$ cat config.mk
export PLATFORM = sky130hd
export DESIGN_NAME = spi_host_master
export DESIGN_NICKNAME = d
export VERILOG_FILES = /design/src/rtl/spi_host_master.sv
export SDC_FILE = /design/constraint.sdc
export NUM_CORES = 1
export LEC_CHECK = 0
export ABC_AREA = 1
export ABC_CLOCK_PERIOD_IN_PS = 4900
export CAP_MARGIN = 20
export CELL_PAD_IN_SITES_DETAIL_PLACEMENT = 0
export CELL_PAD_IN_SITES_GLOBAL_PLACEMENT = 2
export CORE_MARGIN = 4
export CORE_UTILIZATION = 35
export CTS_CLUSTER_SIZE = 20
export DETAILED_ROUTE_END_ITERATION = 10
export PLACE_DENSITY_LB_ADDON = 0.08
export SLEW_MARGIN = 10
export SYNTH_ARGS = -nofsm -noshare
export SYNTH_HDL_FRONTEND = slang
export SYNTH_SLANG_ARGS = --single-unit
$ cat constraint.sdc
create_clock -name clk -period 4.9 [get_ports clk]
set_clock_uncertainty 0.2 [all_clocks]
set_input_delay 0.49 -clock clk [delete_from_list [all_inputs] [get_ports clk]]
set_output_delay 0.49 -clock clk [all_outputs]
set_load 0.05 [all_outputs]
$ cat src/rtl/spi_host_master.sv
// spi_host_master: SPI initiator issuing one addr/status/turn/data frame per command
// (20-bit address, 4-bit status, 8-bit turnaround, 16-bit data) over 1, 2 or 4 lanes.
// Latency: a frame takes CS_SETUP + (48/L)*2*CLK_DIV + CS_HOLD cycles.
//   rsp_valid pulses as cs_n rises.
// Backpressure: cmd_ready is high only while idle, so each command waits for the
//   previous frame's GAP. The response has no ready; it is a one-cycle strobe.
// Ports: clk/reset_n (async, active-low);
//   cmd_* is the valid/ready command (mode 01/10/11 = 1/2/4 lanes, 00 = error);
//   rsp_* is the completion strobe; busy is high while a frame is in flight;
//   sclk/cs_n/mosi/miso go to the SPI pads.
// Optional build macro SPI_HOST_MASTER_MISO_SYNC_EN: miso is resynchronised
//   through two flops, and each DATA sample moves to cycle 2 of the next low phase.
module spi_host_master #(
  parameter int CLK_DIV  = 4,
  parameter int CS_SETUP = 2,
  parameter int CS_HOLD  = 2,
  parameter int GAP      = 4
) (
  input  logic        clk,
  input  logic        reset_n,
  input  logic        cmd_valid,
  output logic        cmd_ready,
  input  logic [19:0] cmd_addr,
  input  logic [3:0]  cmd_status,
  input  logic [15:0] cmd_wdata,
  input  logic [1:0]  cmd_mode,
  output logic        rsp_valid,
  output logic [15:0] rsp_rdata,
  output logic        rsp_err,
  output logic        busy,
  output logic        sclk,
  output logic        cs_n,
  output logic [3:0]  mosi,
  input  logic [3:0]  miso
);

  localparam logic [7:0] DIV_LAST   = 8'(CLK_DIV - 1);
  localparam logic [7:0] SETUP_LAST = 8'(CS_SETUP - 1);
  localparam logic [7:0] HOLD_LAST  = 8'(CS_HOLD - 1);
  localparam logic [7:0] GAP_LAST   = 8'(GAP - 1);

  typedef enum logic [2:0] {
    S_IDLE, S_SETUP, S_ADDR, S_STAT, S_TURN, S_DATA, S_HOLD, S_GAP
  } state_t;

  state_t      state, state_nxt;
  logic [7:0]  cnt;        // cycles within SETUP/HOLD/GAP, or within an sclk half-period
  logic [5:0]  bit_cnt;    // frame bits already shifted out, 0..48
  logic [2:0]  lanes;      // 1, 2 or 4
  logic        is_write;
  logic [47:0] tx_sr;      // {wdata or 0, turnaround zeros, status, addr}; LSB goes first
  logic [15:0] rx_sr;
  logic [47:0] tx_shift;
  logic [15:0] rx_ins;
  logic [3:0]  lane_mask;
  logic [3:0]  miso_s;
  logic        accept, mode_ok, shifting, half_end, fall, rise, tail;
  logic        sample, data_done;
  logic [5:0]  bit_nxt;

  assign accept   = cmd_valid && cmd_ready;
  assign mode_ok  = (cmd_mode != 2'b00);
  assign shifting = (state == S_ADDR) || (state == S_STAT) ||
                    (state == S_TURN) || (state == S_DATA);
  assign half_end = shifting && (cnt == DIV_LAST);
  assign fall     = half_end && sclk;
  // Once all 48 bits are out, sclk must stay low. With the synchroniser, DATA
  // lingers briefly in that final low phase to take its last sample.
  assign tail     = (bit_cnt == 6'd48);
  assign rise     = half_end && !sclk && !tail;
  assign bit_nxt  = bit_cnt + {3'b000, lanes};

`ifdef SPI_HOST_MASTER_MISO_SYNC_EN
  logic [3:0] miso_m;

  always_ff @(posedge clk or negedge reset_n) begin
    if (!reset_n) begin
      miso_m <= 4'h0;
      miso_s <= 4'h0;
    end else begin
      miso_m <= miso;
      miso_s <= miso_m;
    end
  end

  // Cycle 2 of a low phase sees, through the two flops, what miso held at the end
  // of the preceding high phase. The first DATA low phase follows a TURN bit,
  // so it is skipped.
  assign sample    = (state == S_DATA) && !sclk && (cnt == 8'd1) && (bit_cnt != 6'd32);
  assign data_done = (state == S_DATA) && !sclk && (cnt == 8'd1) && tail;
`else
  assign miso_s    = miso;
  assign sample    = (state == S_DATA) && fall;
  assign data_done = (state == S_DATA) && fall && (bit_nxt == 6'd48);
`endif

  always_comb begin
    tx_shift  = tx_sr >> 1;
    rx_ins    = {miso_s[0], rx_sr[15:1]};
    lane_mask = 4'b0001;
    case (lanes)
      3'd2: begin
        tx_shift  = tx_sr >> 2;
        rx_ins    = {miso_s[1:0], rx_sr[15:2]};
        lane_mask = 4'b0011;
      end
      3'd4: begin
        tx_shift  = tx_sr >> 4;
        rx_ins    = {miso_s, rx_sr[15:4]};
        lane_mask = 4'b1111;
      end
      default: ;
    endcase
  end

  // tx_sr only moves on sclk falling edges, so mosi changes at the start of each
  // low phase. Read frames and the turnaround load zeros, and tx_sr is fully
  // shifted out by the end of a frame, so mosi is 0 when idle.
  assign mosi = tx_sr[3:0] & lane_mask;

  always_ff @(posedge clk or negedge reset_n) begin
    if (!reset_n) state <= S_IDLE;
    else          state <= state_nxt;
  end

  always_comb begin
    state_nxt = state;
    case (state)
      S_IDLE:  if (accept && mode_ok)           state_nxt = S_SETUP;
      S_SETUP: if (cnt == SETUP_LAST)           state_nxt = S_ADDR;
      S_ADDR:  if (fall && bit_nxt == 6'd20)    state_nxt = S_STAT;
      S_STAT:  if (fall && bit_nxt == 6'd24)    state_nxt = S_TURN;
      S_TURN:  if (fall && bit_nxt == 6'd32)    state_nxt = S_DATA;
      S_DATA:  if (data_done)                   state_nxt = S_HOLD;
      S_HOLD:  if (cnt == HOLD_LAST)            state_nxt = S_GAP;
      S_GAP:   if (cnt == GAP_LAST)             state_nxt = S_IDLE;
      default:                                  state_nxt = S_IDLE;
    endcase
  end

  always_ff @(posedge clk or negedge reset_n) begin
    if (!reset_n) begin
      cnt       <= 8'd0;
      bit_cnt   <= 6'd0;
      lanes     <= 3'd1;
      is_write  <= 1'b0;
      tx_sr     <= 48'd0;
      rx_sr     <= 16'd0;
      sclk      <= 1'b0;
      cs_n      <= 1'b1;
      busy      <= 1'b0;
      cmd_ready <= 1'b0;
      rsp_valid <= 1'b0;
      rsp_rdata <= 16'd0;
      rsp_err   <= 1'b0;
    end else begin
      rsp_valid <= 1'b0;

      if (state_nxt != state || half_end) cnt <= 8'd0;
      else if (state != S_IDLE)           cnt <= cnt + 8'd1;

      if (rise)      sclk <= 1'b1;
      else if (fall) sclk <= 1'b0;

      if (accept) begin
        bit_cnt <= 6'd0;
        rx_sr   <= 16'd0;
        if (mode_ok) begin
          lanes    <= (cmd_mode == 2'b11) ? 3'd4 : (cmd_mode == 2'b10) ? 3'd2 : 3'd1;
          is_write <= cmd_status[2];
          tx_sr    <= {(cmd_status[2] ? cmd_wdata : 16'h0000), 8'h00, cmd_status, cmd_addr};
        end
      end

      if (fall) begin
        bit_cnt <= bit_nxt;
        tx_sr   <= tx_shift;
      end

      if (sample && !is_write) rx_sr <= rx_ins;

      cs_n      <= (state_nxt == S_IDLE) || (state_nxt == S_GAP);
      busy      <= (state_nxt != S_IDLE);
      // Held low on the cycle after any accept, including an illegal-mode one.
      cmd_ready <= (state_nxt == S_IDLE) && !accept;

      if (accept && !mode_ok) begin
        rsp_valid <= 1'b1;
        rsp_err   <= 1'b1;
        rsp_rdata <= 16'd0;
      end else if (state == S_HOLD && state_nxt == S_GAP) begin
        rsp_valid <= 1'b1;
        rsp_err   <= 1'b0;
        rsp_rdata <= rx_sr;
      end
    end
  end

endmodule

======== Word level (Yosys, flattened, before mapping) ========
Index checks and enable logic that the tools add are counted.
operators by class
  add/sub/neg operators ................... 2
  equality and inequality tests ........... 20
  muxes and demuxes ....................... 32
  bitwise gates (word level) .............. 1
  reduce and logical (&&, ||, !) cells .... 38
operators with widths
  kind                                            number
  two-way mux 48 bit                              3
  case mux 47 bit (2 select lines)                1
  two-way mux 16 bit                              5
  case mux 16 bit (2 select lines)                1
  two-way mux 3 bit                               9
  case mux 3 bit (8 select lines)                 1
  == test 3 bit (second input constant)           6
  == test 6 bit (second input constant)           3
  two-way mux 8 bit                               2
  logical AND 1 bit                               15
  nonzero test 2 bit                              7
  == test 6 x 5 -> 1 bit (second input constant)  2
  two-way mux 6 bit                               2
  == test 3 x 2 -> 1 bit (second input constant)  3
  adder 8 x 1 -> 8 bit (second input constant)    1
  == test 8 x 1 -> 1 bit (second input constant)  1
  == test 8 x 2 -> 1 bit (second input constant)  1
  case mux 4 bit (2 select lines)                 1
  adder 6 x 3 -> 6 bit                            1
  zero test 3 bit                                 2
  two-way mux 1 bit                               6
  nonzero test 3 bit                              2
  zero test 1 bit                                 5
  logical OR 1 bit                                5
  other kinds (6)                                 8
word-level totals
  bits in registers ....................... 107
  input port bits ......................... 49
  output and inout port bits .............. 26
  logic and storage cells ................. 107

======== Depth between registers and ports, before layout ========
Gate-level depths: netlist of the first run.
  word-level depth ........................ 14
  mapped depth ............................ 17
  mapped depth without buffers ............ 17

======== Least setup slack after synthesis of the first run ========
OpenSTA, ideal clock, no wires.
  path kind ............................... reg-to-output
  start ................................... register lanes[1]
  end ..................................... output port mosi[1]
  arrival ................................. 1.825 ns
  required time ........................... 4.210 ns
  setup slack ............................. 2.385 ns
  cell stages (with the launch flop) ...... 7
  path buffers ............................ 1
  cell sequence ........................... dfrtp_1 inv_1 nand3_1 nand2_1 clkinv_1 clkbuf_1 nor2_1
between the ends
  longest elaborated chain between the ends .. 3
  elaborated cells on any way between the ends .. 4
  those cells by class .................... 2 x eq/ne; 1 x mux; 1 x bitwise
RTL lines
  item                                                            RTL line  text
  start, declared                                                 49        logic [2:0] lanes;
  start signal, assigned                                          169       lanes <= (cmd_mode == 2'b11) ? 3'd4 : (cmd_mode == 2'b10) ? 3'd2 : 3'd1;
  == test 3 bit / == test 3 x 2 -> 1 bit (equally long branches)  101       case (lanes)
  case mux 4 bit (2 select lines) (*)                             101
  bitwise AND 4 bit (*)                                           119       assign mosi = tx_sr[3:0] & lane_mask;
  end, declared                                                   33        output logic [3:0] mosi,
Every way passes the cells marked *; elsewhere a longest branch is shown, timed or not.

======== Worst setup path in the final report of the first run ========
Same ends and word-level chain as after synthesis.

==> results of run 1 <==
power breakdown:
part           switching (W)  internal [W]
logic                0.00103      0.000483
registers           0.000146       0.00110
clock network       0.000353      0.000348
total                0.00153       0.00193
final cells by class:
cell class | instances | area, µm² | share of cell area
repair buffers | 83 | 818 | 0.116
well taps | 216 | 270 | 0.0384
inverters | 107 | 402 | 0.0571
clock buffers | 9 | 225 | 0.0320
multi-input cells | 473 | 2590 | 0.368
flip-flops and latches | 107 | 2680 | 0.381
clock inverters | 7 | 51.3 | 0.00729
synth_stat cells, types with 2 or more instances:
library cell    n  area (µm²)
clkbuf_1       20        75.1
o32ai_1         3        26.3
o22ai_1        74         463
nor2_2          5        31.3
nand2_1        98         368
a221oi_1        2        17.5
nand3b_1        2        15.0
nor2_1         42         158
buf_2          12        60.1
buf_4           4        30.0
o221ai_1       13         114
inv_2           2        7.51
inv_1         104         390
nand3_2         6        60.1
a22o_1          2        17.5
dfrtp_1       105        2630
a21oi_1        56         280
o21ai_0        54         270
nand3_1        54         270
xor2_1          7        61.3
nor3_1          5        25.0
ha_1            5        62.6
nand2_2         3        18.8
o211ai_1       19         143
buf_1           5        18.8
nand4_1         6        37.5
dfstp_2         2        52.6
o21ai_1         5        25.0
o2111ai_1       4        35.0
metrics by stage:
| step | util | power [W] | hold slack [ps] | area [µm²] |
|---|---|---|---|---|
| after detailed placement | 0.419 | 0.00278 | 257 | 6750 |
| after floorplan | - | 0.00233 | -5.59 | 5840 |
| after CTS | 0.436 | 0.00351 | 277 | 7030 |
| final | 0.436 | 0.00346 | 273 | 7030 |
| after global placement | 0.419 | 0.00278 | 255 | 6750 |
| after global routing | 0.436 | 0.00375 | 339 | 7030 |
tightest hold or removal path, delay by kind of cell, from the launching register on:
kind | cells | cell delay (ps)
and+or+nand+nor | 2 | 100
DFF | 1 | 350
state kept, by name (all words and copies together), names as in the netlist:
name	flops
tx_sr	48
rsp_rdata	16
rx_sr	16
cnt	8
bit_cnt	6
lanes	3
state	3
busy	1
cmd_ready	1
cs_n	1
is_write	1
rsp_err	1
rsp_valid	1
sclk	1
cell usage in the layout (no fill, tap or decap), types with 2 or more instances in the layout:
| cell | n |
|---|---|
| nand3_2 | 8 |
| o32ai_1 | 3 |
| nor2_2 | 5 |
| ha_1 | 5 |
| clkdlybuf4s50_1 | 72 |
| a221oi_1 | 2 |
| o2111ai_1 | 4 |
| dfrtp_1 | 105 |
| nor2_1 | 42 |
| a21oi_1 | 56 |
| inv_2 | 2 |
| nand3_1 | 52 |
| clkinvlp_4 | 2 |
| o21ai_1 | 5 |
| xor2_1 | 7 |
| nand2_2 | 4 |
| o22ai_1 | 74 |
| inv_6 | 2 |
| nand4_1 | 6 |
| clkinv_2 | 2 |
| buf_4 | 9 |
| o211ai_1 | 19 |
| a22o_1 | 2 |
| inv_1 | 104 |
| o221ai_1 | 13 |
| nand2_1 | 97 |
| clkbuf_16 | 9 |
| dfstp_2 | 2 |
| nor3_1 | 5 |
| nand3b_1 | 2 |
| o21ai_0 | 54 |
layer usage:
metal,track usage,up-vias,wire [µm]
met3,0.0324,19,669
li1,-,2643,-
met5,0,-,0
met2,0.296,128,7560
met4,0.0549,0,297
met1,0.237,2616,7500
cell families (layout without fill, tap and decap cells):
kind of cell | Yosys count | in the layout | synth area share
adder cells (fa/ha/maj) | 6 | 6 | 0.0141
AND/OR/NAND/NOR | 223 | 223 | 0.171
AO/OA/AOI/OAI | 237 | 237 | 0.245
XOR/XNOR | 7 | 7 | 0.0105
flip-flops | 107 | 107 | 0.459
buffers and inverters | 148 | 206 | 0.100
timing repair:
action                                 4_1_cts  5_1_grt
setup endpoints to repair                    0        0
endpoints found under the hold margin       30        0
hold buffers                                 1        0
worst paths after layout:
check / startpoint / end / slack, ps / cells past startpoint
max: lanes[1]$_DFFE_PN0P_ / mosi[1] / 1620 / 7
min: rsp_err$_DFFE_PN0P_ / rsp_err$_DFFE_PN0P_ / 270 / 2
max reg2reg: state[2]$_DFF_PN0_ / tx_sr[41]$_DFFE_PN0P_ / 1820 / 10
min reg2reg: rsp_err$_DFFE_PN0P_ / rsp_err$_DFFE_PN0P_ / 270 / 2
max in group asynchronous: reset_n / rsp_rdata[14]$_DFFE_PN0P_ / 3130 / 3
min in group asynchronous: reset_n / bit_cnt[5]$_DFFE_PN0P_ / 430 / 2
==> run metrics, run 1 <==
status complete, no violations; DPL Wire Length between 10000 and 15000 µm; Final Wtd Congestion between 0.7 and 0.8; Initial Utilization 0.362; synth-to-layout area growth 20.4%; Core Area about 16000 µm²; Peak Freq 0.305 GHz; # Post-CTS Setup Buffers 0; dpl ws 1800 ps; fin. max-slew vios 0; first-pass GRT wire length ~27000 µm; post-layout min period 3280 ps; Die Y approximately 140 µm; num ports 75; CP peak stage delay between 500 and 600 ps; Seq/Total Area, Yosys 0.459; DRT Wirelength ~16000 µm; Synth Flop Type dfrtp_1; first drt pass iteration count 5; Worst Setup End Kind primary output; initial DRC count 252; share of layout cells above drive strength 1 0.0623; fillers approximately 1700; critical path's top delay family buffers and inverters; CTS tree yes; Sink Count 107; syn_nets about 780; vias roughly 5400; fin cells roughly 1000; warnings from Yosys 0; drt via density between 5 and 6; cell area after synthesis 5840 µm²; final hold vios 0; vias in the first global route 5431; Antenna Nets Post-Route 0; Ant. Diodes 0; dpl cells 985; grt total ovfl 0; area of the die between 15000 and 20000 µm²; post_cts resized 0; Residual DRC 0; Max IR drop VDD 0.000255 V; WP data required roughly 4200 ps; number of synthesized flops with an enable pin 0; Root Driver clkbuf_16; CP Max Fanout 28; RSZ-0062 raised after global routing no; Slew headroom 0.524; startpoint types register; Slowest-stage cell, CP clkinv_1; Fin Setup TNS 0 ps; CTS H-tree lvls 3; Slew @ Worst Pin ~710 ps; wire length per cell around 16 µm; CP Cell Sequence inv_1 -> nand3_2 -> nand2_1 -> clkinv_1 -> buf_4 -> nor2_1 -> buf_12; Tcrit/Tclk final 0.669; Mapped Avg Cell Area approximately 8 µm²; Setup CP Type register to primary output; Worst-path clk slew ~80 ps; total CTS buffers 9; power per standard cell area about 500 nW/µm²; largest net degree at the start of global routing 57; Distinct cells, synth 38; Clock Latency Late Sink roughly 360 ps; worst path arrival time around 2600 ps; final setup vio count 0; total track usage 0.178; row count between 40 and 50; static leakage 2.97 nW; final worst setup slack ~1600 ps; Port Buf Inserts 74; clock buffer depth 2; Final Net Count around 840; Post-synth ARST share 1.00; Seq cells post-synth between 100 and 150; Hold Crit Class register to register; antenna violations before repair 0; Mapped Cells 728; CP Buf/Inv Count 4; die span in x between 100 and 150 µm; Max Cap Viol 0
(Power assumes the default switching activity.)
==> run 2: changes to the inputs <==
ABC_CLOCK_PERIOD_IN_PS = 3000   (was 4900)
CORE_UTILIZATION = 30   (was 35)
clock period = 3 ns   (was 4.9 ns; I/O delays follow)
==> run 2 against run 1 <==
Against the previous run:
- design area rose by 3.0%
- sequential power rose by 63%
- sequential share of layout area fell by 1.1 points
- global-route usage fell by 2.0 points
- count of clock-buffer cells in the layout did not move
- first-iteration DRC count rose by 6.3%
- total power rose by 70%
- non-clock buffer count rose by 7
==> run metrics, run 2 (synthesis results as in run 1) <==
wire length per cell 16.1 µm (+0.85%); Clk pwr share 0.225 (+0.022); crit path to mosi[1]; worst path arrival time 2320 ps (-270 ps); CP Max Fanout 51 (+82%); most frequent cells in the layout 105 x dfrtp_1, 104 x inv_1, 97 x nand2_1, 74 x o22ai_1, 70 x clkdlybuf4s50_1; largest net degree at the start of global routing 76 (+33%); combinational share of power 0.431 (-0.007); antenna violations before repair 0 (unchanged); Final Wtd Congestion 0.799 (-0.13%); Initial Utilization 0.309 (-0.0533); Seq pwr share 0.343 (-0.016); DRT Wirelength 17000 µm (+6.0%); cells on worst reg2reg path 15 (+5); die span in x 148 µm (+7.5%); DPL Wire Length 11500 µm (+4.0%); status complete, no violations; RR Endpoint cnt[6]$_DFFE_PN0P_; total track usage 0.158 (-0.0203); Residual DRC 0 (unchanged); first drt pass iteration count 5 (unchanged); Hold Crit Class input pin to asynchronous set/reset pin; startpoint types register; Clock Latency Late Sink 360 ps (about the same); fin. max-slew vios 0 (unchanged); Worst Setup End Kind primary output; vias 5380 (-0.48%); fin cells 1053 (+5.1%); num ports 75 (unchanged); CTS tree yes; Port Buf Inserts 74 (unchanged); Largest register FFs 48 (unchanged); dpl cells 1036 (+5.2%); Tcrit/Tclk final 0.939; WP data required 2500 ps (-1710 ps); grt total ovfl 0 (unchanged); static leakage 3.05 nW (+2.7%); Peak Freq roughly 0.35 GHz; Slew headroom 0.563 (+0.0389); Max Cap Viol 0 (unchanged); first-pass GRT wire length 28300 µm (+4.7%); initial DRC count 268 (+6.3%); fin util 0.383 (-0.0531); Worst setup startpoint lanes[0]$_DFFE_PN1P_; placed cell area 6890 µm² (+2.1%); RSZ-0062 raised after global routing no; synth-to-layout area growth 24.0%; Worst-path clk slew 80 ps (about the same); Die Y 148 µm (+7.5%); share of layout cells above drive strength 1 0.0744 (+0.0121); slack of the worst reg-to-reg path 300 ps (-1520 ps); Finished Cell Area 7240 µm² (+3.0%); power per standard cell area 813 nW/µm² (+65%); Largest Register tx_sr; Sink Count 107 (unchanged); sw frac 0.439 (-0.00320); post-layout min period 2820 ps; Antenna Nets Post-Route 0 (unchanged); Core Area 18900 µm² (+17%); Cell Int Power 0.00330 W (+71%); Switch Pwr 0.00259 W (+69%); drt via density 5.11 (-5.3%); row count 50 (+8.7%); Ant. Diodes 0 (unchanged); fillers 1984 (+20%); area of the die 21800 µm² (+16%); vias in the first global route 5504 (+1.3%); most common cell after layout, fill and taps aside dfrtp_1; Final Net Count 843 (+0.84%); final setup vio count 0 (unchanged); Fin Setup TNS 0 ps (unchanged); Critical R2R Launch lanes[0]$_DFFE_PN1P_; final hold vios 0 (unchanged); clock buffer depth 2 (unchanged); Slew @ Worst Pin 655 ps (-58.1 ps); top flop regs tx_sr: 48 flops, rsp_rdata: 16 flops, rx_sr: 16 flops; total CTS buffers 9 (unchanged); Setup CP Type register to primary output; Root Driver clkbuf_16; Max IR drop VDD 0.000409 V (+60%); CTS H-tree lvls 3 (unchanged)
## run 2: cell count changes in the layout (fill, tap and decap cells not counted), sizes merged
| cell | previous run | this run |
|---|---|---|
| buf | 10 | 19 |
| clkdlybuf4s50 | 72 | 70 |
| clkinvlp | 2 | 0 |
| inv | 108 | 110 |
| bufinv | 0 | 1 |
| clkinv | 4 | 3 |
## run 2: power by group through the flow
| stage | clock (W) | combinational (W) | sequential (W) |
|---|---|---|---|
| 6_report | 0.00133 | 0.00254 | 0.00202 |
| 5_1_grt | 0.00143 | 0.00287 | 0.00206 |
| 4_1_cts | 0.00138 | 0.00253 | 0.00202 |
| 3_5_place_dp | 0 | 0.00253 | 0.00205 |
| 3_3_place_gp | 0 | 0.00252 | 0.00205 |
| 2_1_floorplan | 0 | 0.00173 | 0.00209 |
## run 2: layout make-up
| cell class | count | area [µm²] | share of cell area |
|---|---|---|---|
| clock inverter | 7 | 105 | 0.0145 |
| sequential | 107 | 2680 | 0.370 |
| inverter | 107 | 402 | 0.0555 |
| multi-input combinational | 473 | 2600 | 0.359 |
| clock buffer | 9 | 225 | 0.0311 |
| tap | 260 | 325 | 0.0449 |
| timing repair buffer | 90 | 903 | 0.125 |
## run 2: per-stage QoR
step | power [W] | worst slack (ps) | hold slack (ps)
3_5_place_dp | 0.00457 | 258 | 149
4_1_cts | 0.00594 | 191 | 292
2_1_floorplan | 0.00381 | 540 | -196
5_1_grt | 0.00635 | 29.9 | 329
6_report | 0.00589 | 183 | 283
3_3_place_gp | 0.00457 | 360 | 140
## run 2: worst min path at each step
stage / startpoint / to / slack (ps) / cells after the start
after detailed placement: reset_n / cnt[4]$_DFFE_PN0P_ / 150 / 1
after floorplan: reset_n / bit_cnt[0]$_DFFE_PN0P_ / -200 / 0
after global placement: reset_n / cnt[4]$_DFFE_PN0P_ / 140 / 1
after global routing: rsp_err$_DFFE_PN0P_ / rsp_err$_DFFE_PN0P_ / 330 / 2
final: reset_n / cnt[4]$_DFFE_PN0P_ / 280 / 2
after CTS: rsp_err$_DFFE_PN0P_ / rsp_err$_DFFE_PN0P_ / 290 / 2
## run 2: worst max-delay path, stage by stage (launching register included)
cell and delay (ps):
dfstp_2 540, inv_1 70, nand3_2 300, nand2_1 120, clkinv_1 60, buf_4 480, nor2_1 170, buf_12 190
## run 2: layer usage
metal	global-route usage	routed length (µm)
met3	0.0319	720
met2	0.252	7760
met4	0.0387	195
met1	0.222	8300
met5	0	0
## run 2: what timing repair did
item	CTS	global route
endpoints found under the hold margin	33	0
hold buffers	1	0
resized for setup	0	2
setup buffers	0	0
endpoints found under the setup margin	0	4
==> run 3: changes to the inputs <==
ABC_AREA = default   (was 1)
CORE_UTILIZATION = 31   (was 30)
SLEW_MARGIN = 20   (was 10)
==> run 3 against run 2 <==
Against the previous run:
- final cell count is 8.1% lower
- core utilization rose by 0.87 points
- die area decreased by 0.41%
- highest routed layer unchanged
- largest cell class is now multi-input gates
- critical path depth increased by 3
- first-iteration DRC count increased by 29%
- flip-flop and latch count unchanged
- largest power group is now sequential cells
==> run metrics, run 3 <==
status complete, no violations; synth-to-layout area growth 23.3%; syn_nets 710 (-9.3%); Die Y 147 µm (-0.20%); warnings from Yosys 0 (unchanged); most frequent cells in the layout 105 x dfrtp_1, 80 x nand2_1, 70 x clkdlybuf4s50_1, 48 x a22o_1, 42 x a21oi_1; post-layout min period 2870 ps (+49.6 ps); grt total ovfl 0 (unchanged); CP peak stage delay 550 ps (about the same); Root Driver clkbuf_16; Cell Int Power 0.00216 W (-35%); Fin Setup TNS 0 ps (unchanged); sw frac 0.225 (-0.214); Switch Pwr 0.000626 W (-76%); clock buffer depth 2 (unchanged); most common cell in the synthesized netlist dfrtp_1; Seq pwr share 0.518 (+0.175); Tcrit/Tclk final 0.956 (+0.0165); total CTS buffers 9 (unchanged); most common cell after layout, fill and taps aside dfrtp_1; cell area after synthesis 6010 µm² (+2.9%); Max Cap Viol 0 (unchanged); final worst setup slack 133 ps (-49.6 ps); DPL Wire Length 10700 µm (-7.5%); CP Buf/Inv Count 1 (-3); Residual DRC 0 (unchanged); num ports 75 (unchanged); CP Cell Sequence ha_4 -> inv_2 -> fa_2 -> nor2b_1 -> or2_1 -> or4_1 -> nor3_2 -> o21ai_1 -> and3_1 -> o32ai_2; first drt pass iteration count 5 (unchanged); fillers 1892 (-4.6%); Seq/Total Area, Yosys 0.446 (-0.0129); DRT Wirelength 16300 µm (-4.0%); CTS tree yes; fin. max-slew vios 0 (unchanged); startpoint types register; Seq cells post-synth 107 (unchanged); Peak Freq 0.349 GHz (-1.7%); top flop regs tx_sr: 48 flops, rsp_rdata: 16 flops, rx_sr: 16 flops; Sink Count 107 (unchanged); power per standard cell area 376 nW/µm² (-54%); Setup CP Type register to register; Antenna Nets Post-Route 0 (unchanged); Hold Crit Class input pin to asynchronous set/reset pin; Clk pwr share 0.444 (+0.219); final hold vios 0 (unchanged); Slew @ Worst Pin 934 ps (+278 ps); Core Area 18900 µm² (unchanged); worst path arrival time 2920 ps (+600 ps); vias in the first global route 5246 (-4.7%); CTS H-tree lvls 3 (unchanged); Final Net Count 758 (-10%); dpl ws 47.4 ps (-211 ps); Slowest-stage cell, CP dfstp_2; Ant. Diodes 0 (unchanged); Slew headroom 0.377 (-0.185); Synth area leaders dfrtp_1 44%, a22o_1 7.0%, nand2_1 5.0%; antenna violations before repair 0 (unchanged); Clock Latency Late Sink 350 ps (about the same); Mapped Cells 655 (-10%); combinational share of power 0.038 (-0.393); Yosys top cell area share 0.437 (-0.0127); Largest Register tx_sr; static leakage 3.09 nW (+1.4%); area of the die 21700 µm² (-0.41%); first-pass GRT wire length 27800 µm (-1.9%); Mapped Avg Cell Area 9.17 µm² (+14%); initial DRC count 346 (+29%); total track usage 0.154 (-0.00440); post-synth top area cell dfrtp_1; wire length per cell 16.8 µm (+4.4%); Max IR drop VDD 0.000207 V (-49%); Port Buf Inserts 74 (unchanged); Post-synth ARST share 1.00 (unchanged); critical path's top delay family simple AND/OR/NAND/NOR gates; Synth Flop Type dfrtp_1; share of layout cells above drive strength 1 0.107 (+0.0329); final setup vio count 0 (unchanged); Initial Utilization 0.318 (+0.00894); Final Wtd Congestion 0.778 (-2.6%); Distinct cells, synth 60 (+58%); WP data required 3050 ps (+550 ps); Largest register FFs 48 (unchanged); die span in x 147 µm (-0.20%); vias 5238 (-2.6%); synth cell count leaders 105 x dfrtp_1, 80 x nand2_1, 48 x a22o_1; largest net degree at the start of global routing 78 (+2.6%); CP Max Fanout 3 (-94%); number of synthesized flops with an enable pin 0 (unchanged); drt via density 5.41 (+5.9%); Worst Setup End Kind register; Worst-path clk slew 80 ps (about the same); row count 50 (unchanged)
[run 3: cell types whose count changed after synthesis, sizes merged, moves of 18 or more]
cell | previous run | this run
o22ai | 74 | 5
clkbuf | 20 | 45
nand3 | 60 | 41
a22o | 2 | 48
and3 | 0 | 18
a211oi | 1 | 38
nand2 | 101 | 81
a31oi | 1 | 37
nor2 | 48 | 28
o21ai | 60 | 40
o211ai | 19 | 1
inv | 106 | 8
[run 3: cell type report]
type	count	area [µm²]	area share
inverter	9	33.8	0.00456
clock inverter	7	76.3	0.0103
sequential	107	2680	0.362
clock buffer	9	225	0.0304
tap	260	325	0.0439
multi-input combinational	476	3080	0.416
timing repair buffer	100	986	0.133
[run 3: what timing repair did]
item                                    4_1_cts  5_1_grt
endpoints found under the setup margin        0       11
setup buffers                                 0        1
hold endpoints to repair                     43        0
gates resized for setup                       0       13
hold buffers                                  1        0
[run 3: power groups by stage]
stage	Clock, W	Combinational (W)	Sequential (W)
floorplan	0	0.00000474	0.00147
global placement	0	0.000106	0.00147
detailed placement	0	0.000107	0.00147
CTS	0.00128	0.000109	0.00144
global route	0.00134	0.000116	0.00144
finish	0.00124	0.000104	0.00144
[run 3: stage by stage]
step                      hold slack (ps)   util  total power, W  area [µm²]  cells
final                                 286  0.392         0.00278        7410    968
after global routing                  312  0.392         0.00290        7410    968
after CTS                             290  0.389         0.00283        7350    967
after detailed placement              163  0.372         0.00158        7030    950
after global placement                157  0.372         0.00158        7030    950
after floorplan                      -196      -         0.00147        6010    655
[run 3: cell families after synthesis]
group | synth area share
xor gates and xnor gates | 0.0192
DFF | 0.446
adders and majority gates | 0.0137
muxes | 0.0304
buffers and inverters | 0.0552
AOI/OAI and AO/OA | 0.264
and+or+nand+nor | 0.171
[run 3: worst reg2reg max path, delay by kind of cell (launching register included)]
family / cells / cell delay (ps)
adder cells (fa/ha/maj): 2 / 470
buffers and inverters: 1 / 30
AND/OR/NAND/NOR: 5 / 1150
flip-flops: 1 / 550
AO/OA/AOI/OAI: 2 / 370
[run 3: per-layer routing]
layer / vias up / global-route usage / wire length (µm) / part of all wire
li1: 2526 / - / - / -
met1: 2601 / 0.218 / 7800 / 0.48
met2: 101 / 0.248 / 7780 / 0.48
met3: 10 / 0.0213 / 531 / 0.033
met4: 0 / 0.0405 / 179 / 0.011
met5: - / 0 / 0 / 0
[run 3: worst paths after layout]
check                                           from              endpoint  slack (ps)  cells past startpoint
worst max-delay path            lanes[0]$_DFFE_PN1P_    cnt[2]$_DFFE_PN0P_         130                     10
worst min-delay path                         reset_n   rsp_err$_DFFE_PN0P_         290                      2
worst max register to register  lanes[0]$_DFFE_PN1P_    cnt[2]$_DFFE_PN0P_         130                     10
worst min register to register   rsp_err$_DFFE_PN0P_   rsp_err$_DFFE_PN0P_         290                      1
max in group asynchronous                    reset_n  lanes[0]$_DFFE_PN1P_        1500                      3
min in group clk                 rsp_err$_DFFE_PN0P_   rsp_err$_DFFE_PN0P_         290                      1
